`src/rtl/up_down_counter_lim_if.sv`:
```
// up_down_counter_lim_if
//  Groups the control and status signals of up_down_counter_lim.
//  master : drives load/data/enable/dir/sat_mode/limit, observes count/tc/at_max/at_zero
//  slave  : the counter itself
//  Parameter WIDTH must match the counter's WIDTH.
interface up_down_counter_lim_if #(
  parameter int WIDTH = 8
);
  logic             load;
  logic [WIDTH-1:0] data;
  logic             enable;
  logic             dir;
  logic             sat_mode;
  logic [WIDTH-1:0] limit;
  logic [WIDTH-1:0] count;
  logic             tc;
  logic             at_max;
  logic             at_zero;

  modport master (
    output load, data, enable, dir, sat_mode, limit,
    input  count, tc, at_max, at_zero
  );

  modport slave (
    input  load, data, enable, dir, sat_mode, limit,
    output count, tc, at_max, at_zero
  );
endinterface

```
`src/rtl/up_down_counter_lim.sv`:
```
// up_down_counter_lim
//  Up/down counter with parallel load, runtime upper limit (range 0..limit),
//  wrap or saturate at the bounds, and a registered one-cycle terminal-count pulse.
//  Ports:
//    clk    : clock, all updates on posedge
//    reset  : synchronous, active-high
//    bus    : up_down_counter_lim_if.slave
//             load/data  - parallel load (clamped to limit)
//             enable     - count enable
//             dir        - 1 up, 0 down
//             sat_mode   - 1 saturate, 0 wrap
//             limit      - upper bound
//             count      - registered count
//             tc         - registered terminal-count pulse
//             at_max     - count >= limit (combinational)
//             at_zero    - count == 0 (combinational)
//  Optional feature macro: COUNTER_PRESCALE_EN
//    When defined, a step happens only on every PRESCALE-th enabled cycle.
module up_down_counter_lim #(
  parameter int WIDTH    = 8,
  parameter int PRESCALE = 4
) (
  input logic                 clk,
  input logic                 reset,
  up_down_counter_lim_if.slave bus
);

  logic [WIDTH-1:0] cnt_q;
  logic             tc_q;
  logic [WIDTH-1:0] nxt;
  logic             nxt_tc;
  logic             step;

`ifdef COUNTER_PRESCALE_EN
  localparam int PS_W = $clog2(PRESCALE);
  logic [PS_W-1:0] ps_q;
  logic            ps_wrap;

  assign ps_wrap = (ps_q == PS_W'(PRESCALE - 1));
  assign step    = bus.enable && ps_wrap;

  // Load wins over enable, so a load also restarts the step spacing.
  always_ff @(posedge clk) begin
    if (reset || bus.load)
      ps_q <= '0;
    else if (bus.enable)
      ps_q <= ps_wrap ? '0 : ps_q + 1'b1;
  end
`else
  assign step = bus.enable;
`endif

  // Next value for a qualified step.
  always_comb begin
    nxt    = cnt_q;
    nxt_tc = 1'b0;
    if (bus.limit == '0) begin
      // Degenerate range: every step lands on 0 and is a boundary step,
      // even when stepping down from a stale count above the new limit.
      nxt    = '0;
      nxt_tc = 1'b1;
    end else if (bus.dir) begin
      if (cnt_q >= bus.limit) begin
        nxt    = bus.sat_mode ? bus.limit : '0;
        nxt_tc = 1'b1;
      end else begin
        nxt = cnt_q + 1'b1;
      end
    end else begin
      if (cnt_q == '0) begin
        nxt    = bus.sat_mode ? '0 : bus.limit;
        nxt_tc = 1'b1;
      end else if (cnt_q > bus.limit) begin
        // Limit was lowered below the count: pull back into range.
        nxt = bus.limit;
      end else begin
        nxt = cnt_q - 1'b1;
      end
    end
  end

  always_ff @(posedge clk) begin
    if (reset) begin
      cnt_q <= '0;
      tc_q  <= 1'b0;
    end else if (bus.load) begin
      cnt_q <= (bus.data > bus.limit) ? bus.limit : bus.data;
      tc_q  <= 1'b0;
    end else if (step) begin
      cnt_q <= nxt;
      tc_q  <= nxt_tc;
    end else begin
      tc_q  <= 1'b0;
    end
  end

  assign bus.count   = cnt_q;
  assign bus.tc      = tc_q;
  assign bus.at_max  = (cnt_q >= bus.limit);
  assign bus.at_zero = (cnt_q == '0);

endmodule
```
`src/flat_wrapper.sv`:
```
// flat-port wrapper written by rule: the top's interface ports become plain ports
module up_down_counter_lim_flat 
#(
  parameter int WIDTH    = 8,
  parameter int PRESCALE = 4
)
  (clk, reset, bus_load, bus_data, bus_enable, bus_dir, bus_sat_mode, bus_limit, bus_count, bus_tc, bus_at_max, bus_at_zero);
  up_down_counter_lim_if #(.WIDTH(WIDTH)) bus_i ();
  input logic clk;
  input logic reset;
  input wire logic [$bits(bus_i.load)-1:0] bus_load;
  input wire logic [$bits(bus_i.data)-1:0] bus_data;
  input wire logic [$bits(bus_i.enable)-1:0] bus_enable;
  input wire logic [$bits(bus_i.dir)-1:0] bus_dir;
  input wire logic [$bits(bus_i.sat_mode)-1:0] bus_sat_mode;
  input wire logic [$bits(bus_i.limit)-1:0] bus_limit;
  output wire logic [$bits(bus_i.count)-1:0] bus_count;
  output wire logic [$bits(bus_i.tc)-1:0] bus_tc;
  output wire logic [$bits(bus_i.at_max)-1:0] bus_at_max;
  output wire logic [$bits(bus_i.at_zero)-1:0] bus_at_zero;
  assign bus_i.load = bus_load;
  assign bus_i.data = bus_data;
  assign bus_i.enable = bus_enable;
  assign bus_i.dir = bus_dir;
  assign bus_i.sat_mode = bus_sat_mode;
  assign bus_i.limit = bus_limit;
  assign bus_count = bus_i.count;
  assign bus_tc = bus_i.tc;
  assign bus_at_max = bus_i.at_max;
  assign bus_at_zero = bus_i.at_zero;
  up_down_counter_lim #(.WIDTH(WIDTH), .PRESCALE(PRESCALE)) u_core (.clk(clk), .reset(reset), .bus(bus_i));
endmodule
```
`config.mk`:
```
export PLATFORM = sky130hd
export DESIGN_NAME = up_down_counter_lim_flat
export DESIGN_NICKNAME = d
export VERILOG_FILES = /design/src/rtl/up_down_counter_lim_if.sv /design/src/rtl/up_down_counter_lim.sv /design/src/flat_wrapper.sv
export SDC_FILE = /design/constraint.sdc
export NUM_CORES = 1
export LEC_CHECK = 0
export CELL_PAD_IN_SITES_DETAIL_PLACEMENT = 1
export CELL_PAD_IN_SITES_GLOBAL_PLACEMENT = 2
export CORE_MARGIN = 1
export CORE_UTILIZATION = 29
export CTS_CLUSTER_DIAMETER = 200
export DETAILED_ROUTE_END_ITERATION = 8
export HOLD_SLACK_MARGIN = 0.08
export PLACE_DENSITY = 0.81
export RECOVER_POWER = 100
export SYNTH_ARGS = -nofsm -noshare
export SYNTH_HDL_FRONTEND = slang
export SYNTH_SLANG_ARGS = --single-unit
```
`constraint.sdc`:
```
create_clock -name clk -period 4.4 [get_ports clk]
set_input_delay 1.32 -clock clk [delete_from_list [all_inputs] [get_ports clk]]
set_output_delay 1.32 -clock clk [all_outputs]
set_load 0.01 [all_outputs]
```
---- Word level (Yosys, flattened, before mapping) ----
Index checks and enable logic that the tools add are counted.
cells by class
  add/sub/neg operators ................... 2
  multipliers ............................. 0
  divide/modulo/power cells ............... 0
  magnitude comparators ................... 3
  equal/unequal tests ..................... 0
  shift operators ......................... 0
  mux-type cells .......................... 14
  bitwise logic cells ..................... 1
  reduce and logical (&&, ||, !) cells .... 4
operators with widths
  cell                 count
  $mux 8               10
  $gt 8x8->1           2
  $logic_not 8->1      2
  $add 8x1->8 const B  1
  $ge 8x8->1           1
  $sub 8x1->8 const B  1
  $mux 1               4
  $reduce_or 3->1      1
  $reduce_bool 2->1    1
  $not 1->1            1
storage, ports and cells
  flip-flop bits (word level) ............. 9
  bits in latches ......................... 0
  memory bits (writable) .................. 0
  ROM bits ................................ 0
  output and inout port bits .............. 11
  word-level logic and storage cells ...... 26
  memories kept ........................... 0

---- Longest topological paths before layout ----
  depth in word-level cells ............... 7
  mapped depth ............................ 10
  depth with buffers taken out ............ 8

---- Worst setup path after synthesis ----
No wires, ideal clock.
  path type ............................... in2out
  start point ............................. input bus_limit[1]
  end point ............................... output bus_at_max
  arrival ................................. 2.787 ns
  required time ........................... 3.080 ns
  path slack .............................. 0.293 ns
  stages on the path ...................... 7
  path buffers ............................ 1
  cell sequence ........................... inv_1 -> ha_1 -> nor2b_1 -> o211ai_1 -> a31oi_1 -> or2_2 -> clkbuf_1
on the way
  cells in the longest elaborated chain, start to end .. 1
ends and longest elaborated chain
  element      RTL line                   source
  from (decl)  flat_wrapper.sv:16         input wire logic [$bits(bus_i.limit)-1:0] bus_limit;
  $ge 8x8->1   up_down_counter_lim.sv:99  assign bus.at_max = (cnt_q >= bus.limit);
  to (decl)    flat_wrapper.sv:19         output wire logic [$bits(bus_i.at_max)-1:0] bus_at_max;
No other way between the ends.

---- Final worst setup path ----
  start point ............................. input bus_limit[3]
  end point ............................... output bus_at_max
The elaborated chain is that of the path after synthesis.

==> reports/qor.csv <==
metric,value,unit
synth top area cells,"ha_1 16%, dfxtp_1 12%, nor3_1 5.0%, nor2_1 4.5%, o211ai_1 4.5%",
Synth area leader,ha_1,
io pins,33,
Yosys cell types,48,
cts-stage hold buffer count,0,
hpwl dp,4.65,mm
"FFs w/ async S/R, synth",0,%
"Slowest-stage cell, CP",clkdlybuf4s50_1,
Pwr per Cell Area,256,nW/um^2
vias in the first global route,1771,
Tightest Hold Check Type,register to register,
clk sinks,9,
DR vias,1772,
Final Setup Violations,0,
Die Y,74.3,microns
critical path class,input port to output pin,
ANT nets after route,0,
initial DRC count,186,
syn nets,242,
Worst Skew,0.00254,ns
FILL cells,632,
multi-input logic area,1200,sq um
Core ar.,4880,sq um
worst r2r src,u_core.bus.count[0],
post-route minimum period,4.39,ns
"Cell Chain, Critical Path",clkdlybuf4s50_1 > inv_1 > ha_1 > a21oi_1 > a31oi_1 > or2_4 > clkbuf_2,
Synth Area per Inst,7.53,sq um
nets,295,
Slowest Stage Delay on Critical Path,0.56,ns
CP Launch Point,bus_limit[3],
largest net degree at the start of global routing,17,
clock tree buffer depth,2,
gpl congestion,0.867,
crit end category,output pin,
starting density of the core,31.0,%
Synth top area share,15.7,%
FMAX,228,MHz
YS warnings,0,
"CTS clk-pin slew, worst paths",0.05,ns
# DRC,0,
CTS root buf,clkbuf_8,
hold slack,0.831,ns
P_leak,0.901,nW
Sequential Area,180,sq um
final period utilization,99.8,%
die area,5510,sq um
"Req. time, crit path",3.08,ns
non-filler instance count after layout,320,
most frequent cells in the layout,"29 x buf_4, 21 x clkdlybuf4s50_1, 19 x ha_1, 18 x nor2_1",
Synth Cell Area,1510,sq um
Rows,25,
run status,completed,
Cells after DPL,312,
"commonest non-fill, non-tap cell in the layout",buf_4,
layout cells sized above 1,17.8,%
# Max-Cap Violations,0,
first-pass GRT wire length,9.34,mm
Worst VDD drop,0.157,mV
design area,2100,sq um
Max Slew Vio Count,0,
H-tree levels,1,
routed len/inst,18.1,microns
Synth Register Bits,9,
top_reg_cell synth,dfxtp_1,
Port Buffers,32,
Final Power,0.539,mW
dpl cell area,2040,sq um
GRT overflow,0,
Post-synth EDFFs,0,
initial antenna violation count,0,
CTS tree,yes,
Crit path arrival time,3.07,ns
Syn Inst Count,201,
Chip Width,74.3,microns
Final Hold Fails,0,
"Seq/Total Area, Yosys",11.9,%
final wirelength,5.80,mm
Layout area overhead,38.9,%
total CTS buffers,3,
hold_sp,u_core.bus.count[3],
slew margin rel.,59.4,%
Critical Path Source Type,input port,
Slew @ Worst Pin,0.608,ns
Overall Global Routing Usage,22.6,%
"Clk Latency, worst-skew pair",0.24,ns
setup TNS,0,ns
First-pass DRT Iterations,4,
diode count,0,
Via density,5.54,
crit path max fanout,4,
==> flip-flops by register name, summed over array words and instances (netlist names) <==
register,flops
u_core.bus.tc,1
u_core.bus.count,8
==> synthesized netlist by cell type, types with 6 or more instances <==
library cell / n
a21oi_1: 10
clkbuf_1: 8
dfxtp_1: 9
ha_1: 19
inv_1: 15
nand2_1: 8
nor2_1: 18
nor3_1: 15
o211ai_1: 9
o21ai_0: 11
or2_2: 6
xor2_1: 6
==> timing repair <==
action / in CTS / in global routing
pin swaps: 2 / 2
endpoints found under the setup margin: 1 / 1
endpoints found under the hold margin: 0 / 0
setup buffers: 2 / 2
gates resized for setup: 5 / 1
==> power by group <==
group	switching (mW)	internal [mW]
sequential	0.0236	0.0925
combinational	0.167	0.157
clock	0.0362	0.0635
total	0.227	0.312
==> logic make-up (layout without fill, tap and decap cells) <==
| group | count (synthesis) | count (layout) | synth area share (%) |
|---|---|---|---|
| compound gates | 67 | 67 | 33.5 |
| simple gates | 64 | 64 | 22.7 |
| buf+inv | 29 | 81 | 8.51 |
| fa+ha+maj | 19 | 19 | 15.7 |
| xor+xnor | 11 | 11 | 6.36 |
| flops | 9 | 9 | 11.9 |
| mux | 2 | 2 | 1.32 |
==> worst paths after layout <==
kind	to	slack, ns	cells past startpoint
min	u_core.bus.count[3]	0.83	2
min reg2reg	u_core.bus.count[3]	0.83	2
max reg2reg	u_core.bus.count[4]	1.50	12
max	bus_at_max	0.009	7
==> routing by layer <==
metal | up-vias | part of all wire, % | global-route usage (%)
li1 | 873 | - | -
met5 | - | 0 | 0
met2 | 38 | 46 | 36.3
met4 | 0 | 0.72 | 2.94
met1 | 857 | 50 | 32.9
met3 | 4 | 3.2 | 3.25
==> worst max-delay path: cells and delay by family <==
family	cells	cell delay, ns
adders and majority gates	1	0.32
and+or+nand+nor	1	0.27
AOI/OAI and AO/OA	2	0.38
buffers and inverters	3	0.78
==> layout make-up <==
cell class	count	share of cell area [%]
well taps	67	3.99
clock buffers	4	2.14
multi-input cells	163	57.0
inverters	15	2.68
repair buffers	62	25.6
flip-flops and latches	9	8.57
==> through the flow <==
step | utilization (%) | setup slack, ns
after detailed placement | 41.8 | -0.379
after global placement | 41.8 | -0.274
final | 43.1 | 0.00881
after CTS | 43.0 | 0.00793
after global routing | 43.1 | -0.00359
after floorplan | - | 0.293
(Power assumes the default switching activity.)
